### config.mk
export PLATFORM = sky130hd
export DESIGN_NAME = word_collect_flat
export DESIGN_NICKNAME = d
export VERILOG_FILES = /design/src/rtl/word_collect_pkg.sv /design/src/rtl/word_collect_if.sv /design/src/rtl/word_collect_dffrn.sv /design/src/rtl/word_collect.sv /design/src/flat_wrapper.sv
export SDC_FILE = /design/constraint.sdc
export NUM_CORES = 1
export LEC_CHECK = 0
export CAP_MARGIN = 30
export CORE_MARGIN = 3
export CORE_UTILIZATION = 40
export CTS_BUF_LIST = sky130_fd_sc_hd__clkbuf_8
export CTS_CLUSTER_DIAMETER = 30
export DETAILED_ROUTE_END_ITERATION = 12
export PLACE_DENSITY_LB_ADDON = 0.25
export SLEW_MARGIN = 25
export SYNTH_ARGS = -nofsm -noshare
export SYNTH_HDL_FRONTEND = slang
export SYNTH_SLANG_ARGS = --single-unit
### constraint.sdc
create_clock -name clk -period 5 [get_ports clk]
set_clock_uncertainty 0.15 [all_clocks]
set_input_delay 1 -clock clk [delete_from_list [all_inputs] [get_ports clk]]
set_output_delay 1 -clock clk [all_outputs]
set_load 0.02 [all_outputs]
### src/rtl/word_collect_pkg.sv
// Shared definitions for the serial word collector: default word width and FSM states.
package word_collect_pkg;

    localparam int WORD_W_DEF = 12;

    typedef enum logic {
        IDLE    = 1'b0,
        COLLECT = 1'b1
    } state_e;

endpackage

### src/rtl/word_collect_if.sv
// Bit-stream input and assembled-word output bundle of the word collector.
interface word_collect_if
    import word_collect_pkg::*;
#(
    parameter int WORD_W = WORD_W_DEF
) ();

    logic              bit_in;
    logic              bit_valid;
    logic              word_start;
    logic [WORD_W-1:0] word_out;
    logic              word_valid;
    logic              frame_err;
    logic              busy;

    modport master (
        output bit_in, bit_valid, word_start,
        input  word_out, word_valid, frame_err, busy
    );

    modport slave (
        input  bit_in, bit_valid, word_start,
        output word_out, word_valid, frame_err, busy
    );

endinterface

### src/rtl/word_collect_dffrn.sv
// Plain register with asynchronous active-low clear to zero.
module word_collect_dffrn #(
    parameter int W = 1
) (
    input  logic         clk,
    input  logic         rst,
    input  logic [W-1:0] d,
    output logic [W-1:0] q
);

    always_ff @(posedge clk or negedge rst) begin
        if (!rst) q <= '0;
        else      q <= d;
    end

endmodule

### src/rtl/word_collect.sv
// Reassembles MSB-first serial bits into words, with optional differential decode,
// inter-bit gap timeout and mid-word restart detection.
module word_collect
    import word_collect_pkg::*;
#(
    parameter int WORD_W      = WORD_W_DEF,
    parameter int GAP_MAX     = 16,
    parameter bit DIFF_DECODE = 1'b0
) (
    input  logic          clk,
    input  logic          rst,
    word_collect_if.slave bus
);

    localparam int CNT_W = $clog2(WORD_W + 1);
    localparam int GAP_W = (GAP_MAX > 0) ? $clog2(GAP_MAX + 1) : 1;

    logic              state_q_bit, state_d_bit;
    state_e            state_q, state_d;
    logic [CNT_W-1:0]  cnt_q, cnt_d;
    logic [GAP_W-1:0]  gap_q, gap_d;
    logic [WORD_W-1:0] sh_q, sh_d;
    logic [WORD_W-1:0] wout_q, wout_d;
    logic              prev_q, prev_d;
    logic              wv_q, wv_d;
    logic              fe_q, fe_d;
    logic              dbit;

    assign state_q     = state_e'(state_q_bit);
    assign state_d_bit = state_d;

    always_comb begin
        state_d = state_q;
        cnt_d   = cnt_q;
        gap_d   = gap_q;
        sh_d    = sh_q;
        wout_d  = wout_q;
        prev_d  = prev_q;
        wv_d    = 1'b0;
        fe_d    = 1'b0;
        dbit    = DIFF_DECODE ? (bus.bit_in ^ prev_q) : bus.bit_in;

        if (bus.bit_valid) begin
            prev_d = bus.bit_in;
            gap_d  = '0;
            // A bit in IDLE, or a restart strobe mid-word, always opens a fresh word.
            if (state_q == IDLE || bus.word_start) begin
                fe_d    = (state_q == COLLECT);
                sh_d    = {{(WORD_W-1){1'b0}}, dbit};
                cnt_d   = CNT_W'(1);
                state_d = COLLECT;
            end else begin
                sh_d = {sh_q[WORD_W-2:0], dbit};
                if (cnt_q == CNT_W'(WORD_W - 1)) begin
                    wout_d  = sh_d;
                    wv_d    = 1'b1;
                    cnt_d   = '0;
                    state_d = IDLE;
                end else begin
                    cnt_d = cnt_q + 1'b1;
                end
            end
        end else if (state_q == COLLECT && GAP_MAX > 0) begin
            if (gap_q == GAP_W'(GAP_MAX - 1)) begin
                fe_d    = 1'b1;
                cnt_d   = '0;
                gap_d   = '0;
                sh_d    = '0;
                state_d = IDLE;
            end else if (gap_q != GAP_W'(GAP_MAX)) begin
                gap_d = gap_q + 1'b1;
            end
        end
    end

    word_collect_dffrn #(.W(1))      u_state (.clk(clk), .rst(rst), .d(state_d_bit), .q(state_q_bit));
    word_collect_dffrn #(.W(CNT_W))  u_cnt   (.clk(clk), .rst(rst), .d(cnt_d),       .q(cnt_q));
    word_collect_dffrn #(.W(GAP_W))  u_gap   (.clk(clk), .rst(rst), .d(gap_d),       .q(gap_q));
    word_collect_dffrn #(.W(WORD_W)) u_sh    (.clk(clk), .rst(rst), .d(sh_d),        .q(sh_q));
    word_collect_dffrn #(.W(WORD_W)) u_wout  (.clk(clk), .rst(rst), .d(wout_d),      .q(wout_q));
    word_collect_dffrn #(.W(1))      u_prev  (.clk(clk), .rst(rst), .d(prev_d),      .q(prev_q));
    word_collect_dffrn #(.W(1))      u_wv    (.clk(clk), .rst(rst), .d(wv_d),        .q(wv_q));
    word_collect_dffrn #(.W(1))      u_fe    (.clk(clk), .rst(rst), .d(fe_d),        .q(fe_q));

    assign bus.word_out   = wout_q;
    assign bus.word_valid = wv_q;
    assign bus.frame_err  = fe_q;
    assign bus.busy       = (state_q == COLLECT);

endmodule

### src/flat_wrapper.sv
// flat-port wrapper written by rule: the top's interface ports become plain ports
module word_collect_flat import word_collect_pkg::*;
#(
    parameter int WORD_W      = WORD_W_DEF,
    parameter int GAP_MAX     = 16,
    parameter bit DIFF_DECODE = 1'b0
)
  (clk, rst, bus_bit_in, bus_bit_valid, bus_word_start, bus_word_out, bus_word_valid, bus_frame_err, bus_busy);
  word_collect_if #(.WORD_W(WORD_W)) bus_i ();
  input  logic clk;
  input  logic rst;
  input wire logic [$bits(bus_i.bit_in)-1:0] bus_bit_in;
  input wire logic [$bits(bus_i.bit_valid)-1:0] bus_bit_valid;
  input wire logic [$bits(bus_i.word_start)-1:0] bus_word_start;
  output wire logic [$bits(bus_i.word_out)-1:0] bus_word_out;
  output wire logic [$bits(bus_i.word_valid)-1:0] bus_word_valid;
  output wire logic [$bits(bus_i.frame_err)-1:0] bus_frame_err;
  output wire logic [$bits(bus_i.busy)-1:0] bus_busy;
  assign bus_i.bit_in = bus_bit_in;
  assign bus_i.bit_valid = bus_bit_valid;
  assign bus_i.word_start = bus_word_start;
  assign bus_word_out = bus_i.word_out;
  assign bus_word_valid = bus_i.word_valid;
  assign bus_frame_err = bus_i.frame_err;
  assign bus_busy = bus_i.busy;
  word_collect #(.WORD_W(WORD_W), .GAP_MAX(GAP_MAX), .DIFF_DECODE(DIFF_DECODE)) u_core (.clk(clk), .rst(rst), .bus(bus_i));
endmodule
## Word-level counts from Yosys, hierarchy flattened

Index checks and enable logic that the tools add are counted.

| storage, ports and cells | value |
|---|---|
| register bits | 35 |
| output and inout port bits | 15 |
| word-level logic and storage cells | 47 |
| input port bits | 5 |

| operators by class | value |
|---|---|
| mux-type cells | 25 |
| bitwise operators | 2 |
| equal/unequal tests | 4 |
| reduce and logical (&&, ||, !) cells | 7 |
| $add $sub $neg | 2 |

Operator list:

| kind | number |
|---|---|
| two-way mux 11 bit | 4 |
| two-way mux 4 bit | 5 |
| two-way mux 5 bit | 4 |
| two-way mux 1 bit | 12 |
| adder 5 x 1 -> 5 bit (second input constant) | 1 |
| equality test 5 x 4 -> 1 bit (second input constant) | 1 |
| != test 5 bit (second input constant) | 1 |
| adder 4 x 1 -> 4 bit (second input constant) | 1 |
| equality test 4 bit (second input constant) | 1 |
| AND reduction 2 bit | 2 |
| nonzero test 2 bit | 2 |
| != test 3 x 1 -> 1 bit (second input constant) | 1 |
| AND reduction 3 bit | 1 |
| nonzero test 3 bit | 1 |
| NOT 1 bit | 2 |
| logical OR 1 bit | 1 |

## Depth between registers and ports, before layout

| logic depth | value |
|---|---|
| depth in word-level cells | 5 |
| gate-level depth with buffers | 6 |
| mapped depth without buffers | 6 |

## Hierarchy

From an unflattened synthesis, not the netlist that was laid out.

| unflattened totals | value |
|---|---|
| cells, all modules | 119 |
| area, all modules | 1590.3 um^2 |

Modules (own cells, without submodules):

| module | sequential area each (um^2) | times used | cells an instance | area an instance (um^2) |
|---|---|---|---|---|
| word_collect | 0.0 | 1 | 83 | 689.4 |
| word_collect_dffrn (u_core.u_sh ...) | 300.3 | 2 | 12 | 300.3 |
| word_collect_dffrn (u_core.u_gap) | 125.1 | 1 | 5 | 125.1 |
| word_collect_dffrn (u_core.u_cnt) | 100.1 | 1 | 4 | 100.1 |
| word_collect_dffrn (u_core.u_fe ...) | 25.0 | 3 | 1 | 25.0 |

## Worst setup path before layout

No wires, ideal clock.

| timing | value |
|---|---|
| path type | input to register |
| start | input port bus_word_start |
| end | register u_core.u_wout.q[11] |
| required time | 4.725 ns |
| cell stages on the path | 5 |
| path buffers | 1 |
| data arrival time | 1.838 ns |
| setup time | 0.125 ns |
| setup slack | 2.887 ns |
| cell sequence | nand2b_2 nor2_2 nand2_2 buf_6 mux2_4 |

| between the ends | value |
|---|---|
| word-level cells in the longest chain between the ends | 3 |

RTL lines:

| what | RTL line | source |
|---|---|---|
| start: declaration | flat_wrapper.sv:14 | `input wire logic [$bits(bus_i.word_start)-1:0] bus_word_start;` |
| logical OR 1 bit | word_collect.sv:47 | `if (state_q == IDLE \|\| bus.word_start) begin` |
| NOT 1 bit (no line) | - |  |
| AND reduction 3 bit (no line) | - |  |
| end signal: assignment | word_collect_dffrn.sv:12 | `if (!rst) q <= '0;` |
| end signal: assignment | word_collect_dffrn.sv:13 | `else q <= d;` |
| end: declaration | word_collect_dffrn.sv:8 | `output logic [W-1:0] q` |

No other way between the ends.
A chain may end at the register's enable or synchronous reset.

## Worst setup path after layout

| timing | value |
|---|---|
| start | input port bus_bit_valid |
| end | register u_core.u_sh.q[10] |

| between the ends | value |
|---|---|
| word-level cells in the longest chain between the ends | 2 |
| elaborated cells on any way between the ends | 4 |
| those cells by class | 1 x mux; 3 x reduce/logical |

RTL lines:

| what | RTL line | source |
|---|---|---|
| start: declaration | flat_wrapper.sv:13 | `input wire logic [$bits(bus_i.bit_valid)-1:0] bus_bit_valid;` |
| nonzero test 2 bit (no line) | - |  |
| AND reduction 2 bit (no line) | - |  |
| end signal: assignment | word_collect_dffrn.sv:12 |  |
| end signal: assignment | word_collect_dffrn.sv:13 |  |
| end: declaration | word_collect_dffrn.sv:8 |  |

Several ways; a longest one is shown, not always the timed one.

==> flow_metrics.py <==
metrics = {
    "status": {
        "status": "finished, final reports clean",
    },
    "routing": {
        "drc": 0,
        "ant_nets": 0,
        "routed_wl_mm": 2.651,
        "wl_per_cell_um": 14.49,
        "vias": 955,
        "drt_iter0_markers": 18,
        "via_per_inst": 5.219,
        "firstDrtPassIters": 3,
    },
    "yosys": {
        "synth-compound-area-share_pct": 15.33,
        "synthMuxAreaShare_pct": 11.13,
        "yosys.area_share.simple_pct": 7.172,
        "synthCells": 114,
        "synth.avg_cell_area_um2": 13.31,
        "async_flop_share_pct": 100.0,
        "syn_nets": 122,
        "synth_cell_types": 33,
        "synth_fa_ha_area_share_pct": 2.473,
        "ys_seq_area_share_pct": 57.71,
        "syn-cell-area_um2": 1518,
        "synth_top_family_by_area": "compound AO/OA/AOI/OAI gates",
        "yosys_warnings": 0,
        "synth_ff_type": "dfrtp_1",
        "ys_ff_latch": 35,
        "synth_edf_count": 0,
        "synth_xor_area_share_pct": 1.154,
    },
    "cts": {
        "cts_resized": 0,
        "cts_max_level": 2,
        "clkTransAtPathRegs_ns": 0.08,
        "cts_setup_buffers": 0,
        "postCtsHoldBufs": 0,
        "root_buffer": "clkbuf_8",
        "cts_buffers": 5,
        "cts_num_sinks": 35,
        "cts_tree": "yes",
        "insertion_delay_ns": 0.29,
        "cts_buffer_depth": 2,
    },
    "timing": {
        "fmax_mhz": 375.2,
        "finalHoldViolations": 0,
        "grt_setup_unrepaired": "false",
        "timing.final.crit_share_pct": 53.31,
        "maxSlewViolCount": 0,
        "setup_violations": 0,
        "slew_headroom_pct": 55.57,
        "tns_ns": 0,
        "period_needed_ns": 2.665,
        "worst-slew-pin-transition_ns": 0.6639,
    },
    "floorplanning": {
        "die_h_um": 67.60,
        "fp.dieW_um": 67.60,
        "core_region_area_um2": 3495,
        "die_area_um2": 4569,
        "pin_count": 20,
        "rows": 21,
        "initial_core_util_pct": 43.43,
    },
    "run": {
        "drv_cap": 0,
    },
    "critical_path": {
        "start_kind": "input pin",
        "cp_top_family": "buffers and inverters",
        "worstSetupPathType": "in -> reg",
        "path_cells": "clkdlybuf4s50_1 > inv_1 > nor2_1 > a22o_1",
        "critical_path_arrival_ns": 2.75,
        "required_ns": 5.08,
        "slowest_delay_ns": 0.75,
        "worstPathMaxFanout": 11,
        "cpMaxStageDelayCell": "clkdlybuf4s50_1",
        "worstSetupEndpointType": "register",
        "crit_buf_inv": 2,
    },
    "grt": {
        "grt-ovfl-total": 0,
        "grt_pass1_vias": 1036,
        "grt_usage_pct": 14.35,
        "grt_pass1_wl_mm": 4.767,
        "antenna_found_initial": 0,
        "grt_max_degree": 36,
    },
    "pwr": {
        "vdd_ir_drop_max_uv": 240.3,
        "power.density_nw_per_um2": 322.6,
        "p_leak_nw": 0.8780,
        "total_power_mw": 0.5946,
    },
    "cells_and_area": {
        "multiInputGateArea_um2": 565.5,
        "syn2layout_area_growth_pct": 21.43,
        "fin_nets": 144,
        "postLayoutCellArea_um2": 1843,
        "drive_above_1_share_pct": 20.44,
        "num_antenna_cells": 0,
        "regArea_um2": 875.8,
        "fillCellCount": 322,
    },
    "placed_design": {
        "dp_hpwl_mm": 1.842,
        "port_buffers": 19,
        "placed_area_um2": 1730,
        "gp_routability_congestion": 0.7079,
    },
    "worst_hold_path": {
        "hold_class": "reg -> reg",
    },
}
[cell usage after synthesis, drive strengths merged (2+ instances only)]
cell type / instances / area [um2]
a31o: 2 / 17.52
dfrtp: 35 / 875.8
o21ai: 2 / 10.01
nor2: 6 / 25.03
xnor2: 2 / 17.52
nor3: 3 / 15.01
ha: 3 / 37.54
buf: 5 / 42.53
nand3b: 2 / 15.01
mux2: 12 / 168.9
a21oi: 3 / 26.28
inv: 9 / 33.78
nand2: 5 / 21.27
a22o: 12 / 105.1
[worst paths after layout]
kind | to | startpoint | slack (ns) | cells after the start
min in group asynchronous | u_core.u_wout.q[6] | rst | 0.96 | 2
setup / recovery | u_core.u_sh.q[10] | bus_bit_valid | 2.33 | 4
hold reg to reg | u_core.u_wout.q[5] | u_core.u_wout.q[5] | 0.36 | 1
setup reg to reg | u_core.u_wout.q[2] | u_core.u_cnt.q[0] | 3.15 | 5
max in group asynchronous | u_core.u_wout.q[1] | rst | 3.43 | 2
hold / removal | u_core.u_wout.q[5] | u_core.u_wout.q[5] | 0.36 | 1
[worst register-to-register path: cells and delay by family (launching register included)]
| kind | cells | cell delay (ns) |
|---|---|---|
| flip-flops | 1 | 0.42 |
| AND/OR/NAND/NOR | 3 | 0.54 |
| multiplexers | 1 | 0.39 |
| adder cells (fa/ha/maj) | 1 | 0.24 |
[registers in the layout, indices dropped and copies added (netlist names)]
register	cells
u_core.u_wout.q	12
u_core.u_sh.q	11
u_core.u_gap.q	5
u_core.u_cnt.q	4
u_core.u_fe.q	1
u_core.u_state.q	1
u_core.u_wv.q	1
[logic make-up (layout without fill, tap and decap cells)]
group | count (synthesis) | in the layout
XOR/XNOR | 2 | 2
flip-flops | 35 | 35
AO/OA/AOI/OAI | 28 | 28
adder cells (fa/ha/maj) | 3 | 3
AND/OR/NAND/NOR | 20 | 20
buffers and inverters | 14 | 37
multiplexers | 12 | 12
[cells in the final DEF, fill, tap and decap left out, types with 2 or more instances in the layout]
cell | Yosys | layout
dfrtp_1 | 35 | 35
clkdlybuf4s50_1 | 0 | 19
a22o_1 | 12 | 12
inv_1 | 9 | 9
mux2_4 | 9 | 9
nor2_1 | 5 | 5
clkbuf_8 | 0 | 5
nand2_1 | 4 | 4
nor3_1 | 3 | 3
mux2_2 | 3 | 3
ha_1 | 3 | 3
nand3b_1 | 2 | 2
xnor2_1 | 2 | 2
a21oi_1 | 2 | 2
a31o_2 | 2 | 2
o21ai_0 | 2 | 2
[per-layer routing]
metal | up-vias | track usage (%) | wire, um
met5 | - | 0 | 0
met4 | 0 | 8.354 | 63
met3 | 8 | 3.827 | 114
met2 | 18 | 21.87 | 1202
met1 | 475 | 18.23 | 1271
li1 | 454 | - | -
[power by group]
part	leakage, nW	switching, mW	internal, mW	total, mW
Combinational	0.344	0.0230	0.0184	0.0414
Clock	0.0581	0.105	0.148	0.253
Sequential	0.476	0.00911	0.291	0.300
Total	0.878	0.137	0.457	0.595
[final cells by class]
cell class / instances / share of cell area [%]
sequential: 35 / 47.52
clock inverter: 3 / 2.376
clock buffer: 5 / 3.734
timing repair buffer: 20 / 10.73
inverter: 9 / 1.833
multi-input combinational: 65 / 30.69
tap: 46 / 3.123
[through the flow]
stage,worst slack [ns],util (%),hold slack (ns),instances
floorplan,2.887,-,0.3160,114
global placement,2.106,49.52,0.3414,175
detailed placement,2.020,49.52,0.3468,175
CTS,2.348,52.74,0.3672,183
global route,2.232,52.74,0.3852,183
finish,2.335,52.74,0.3623,183
Note: power is estimated with default switching activity, not from simulation.
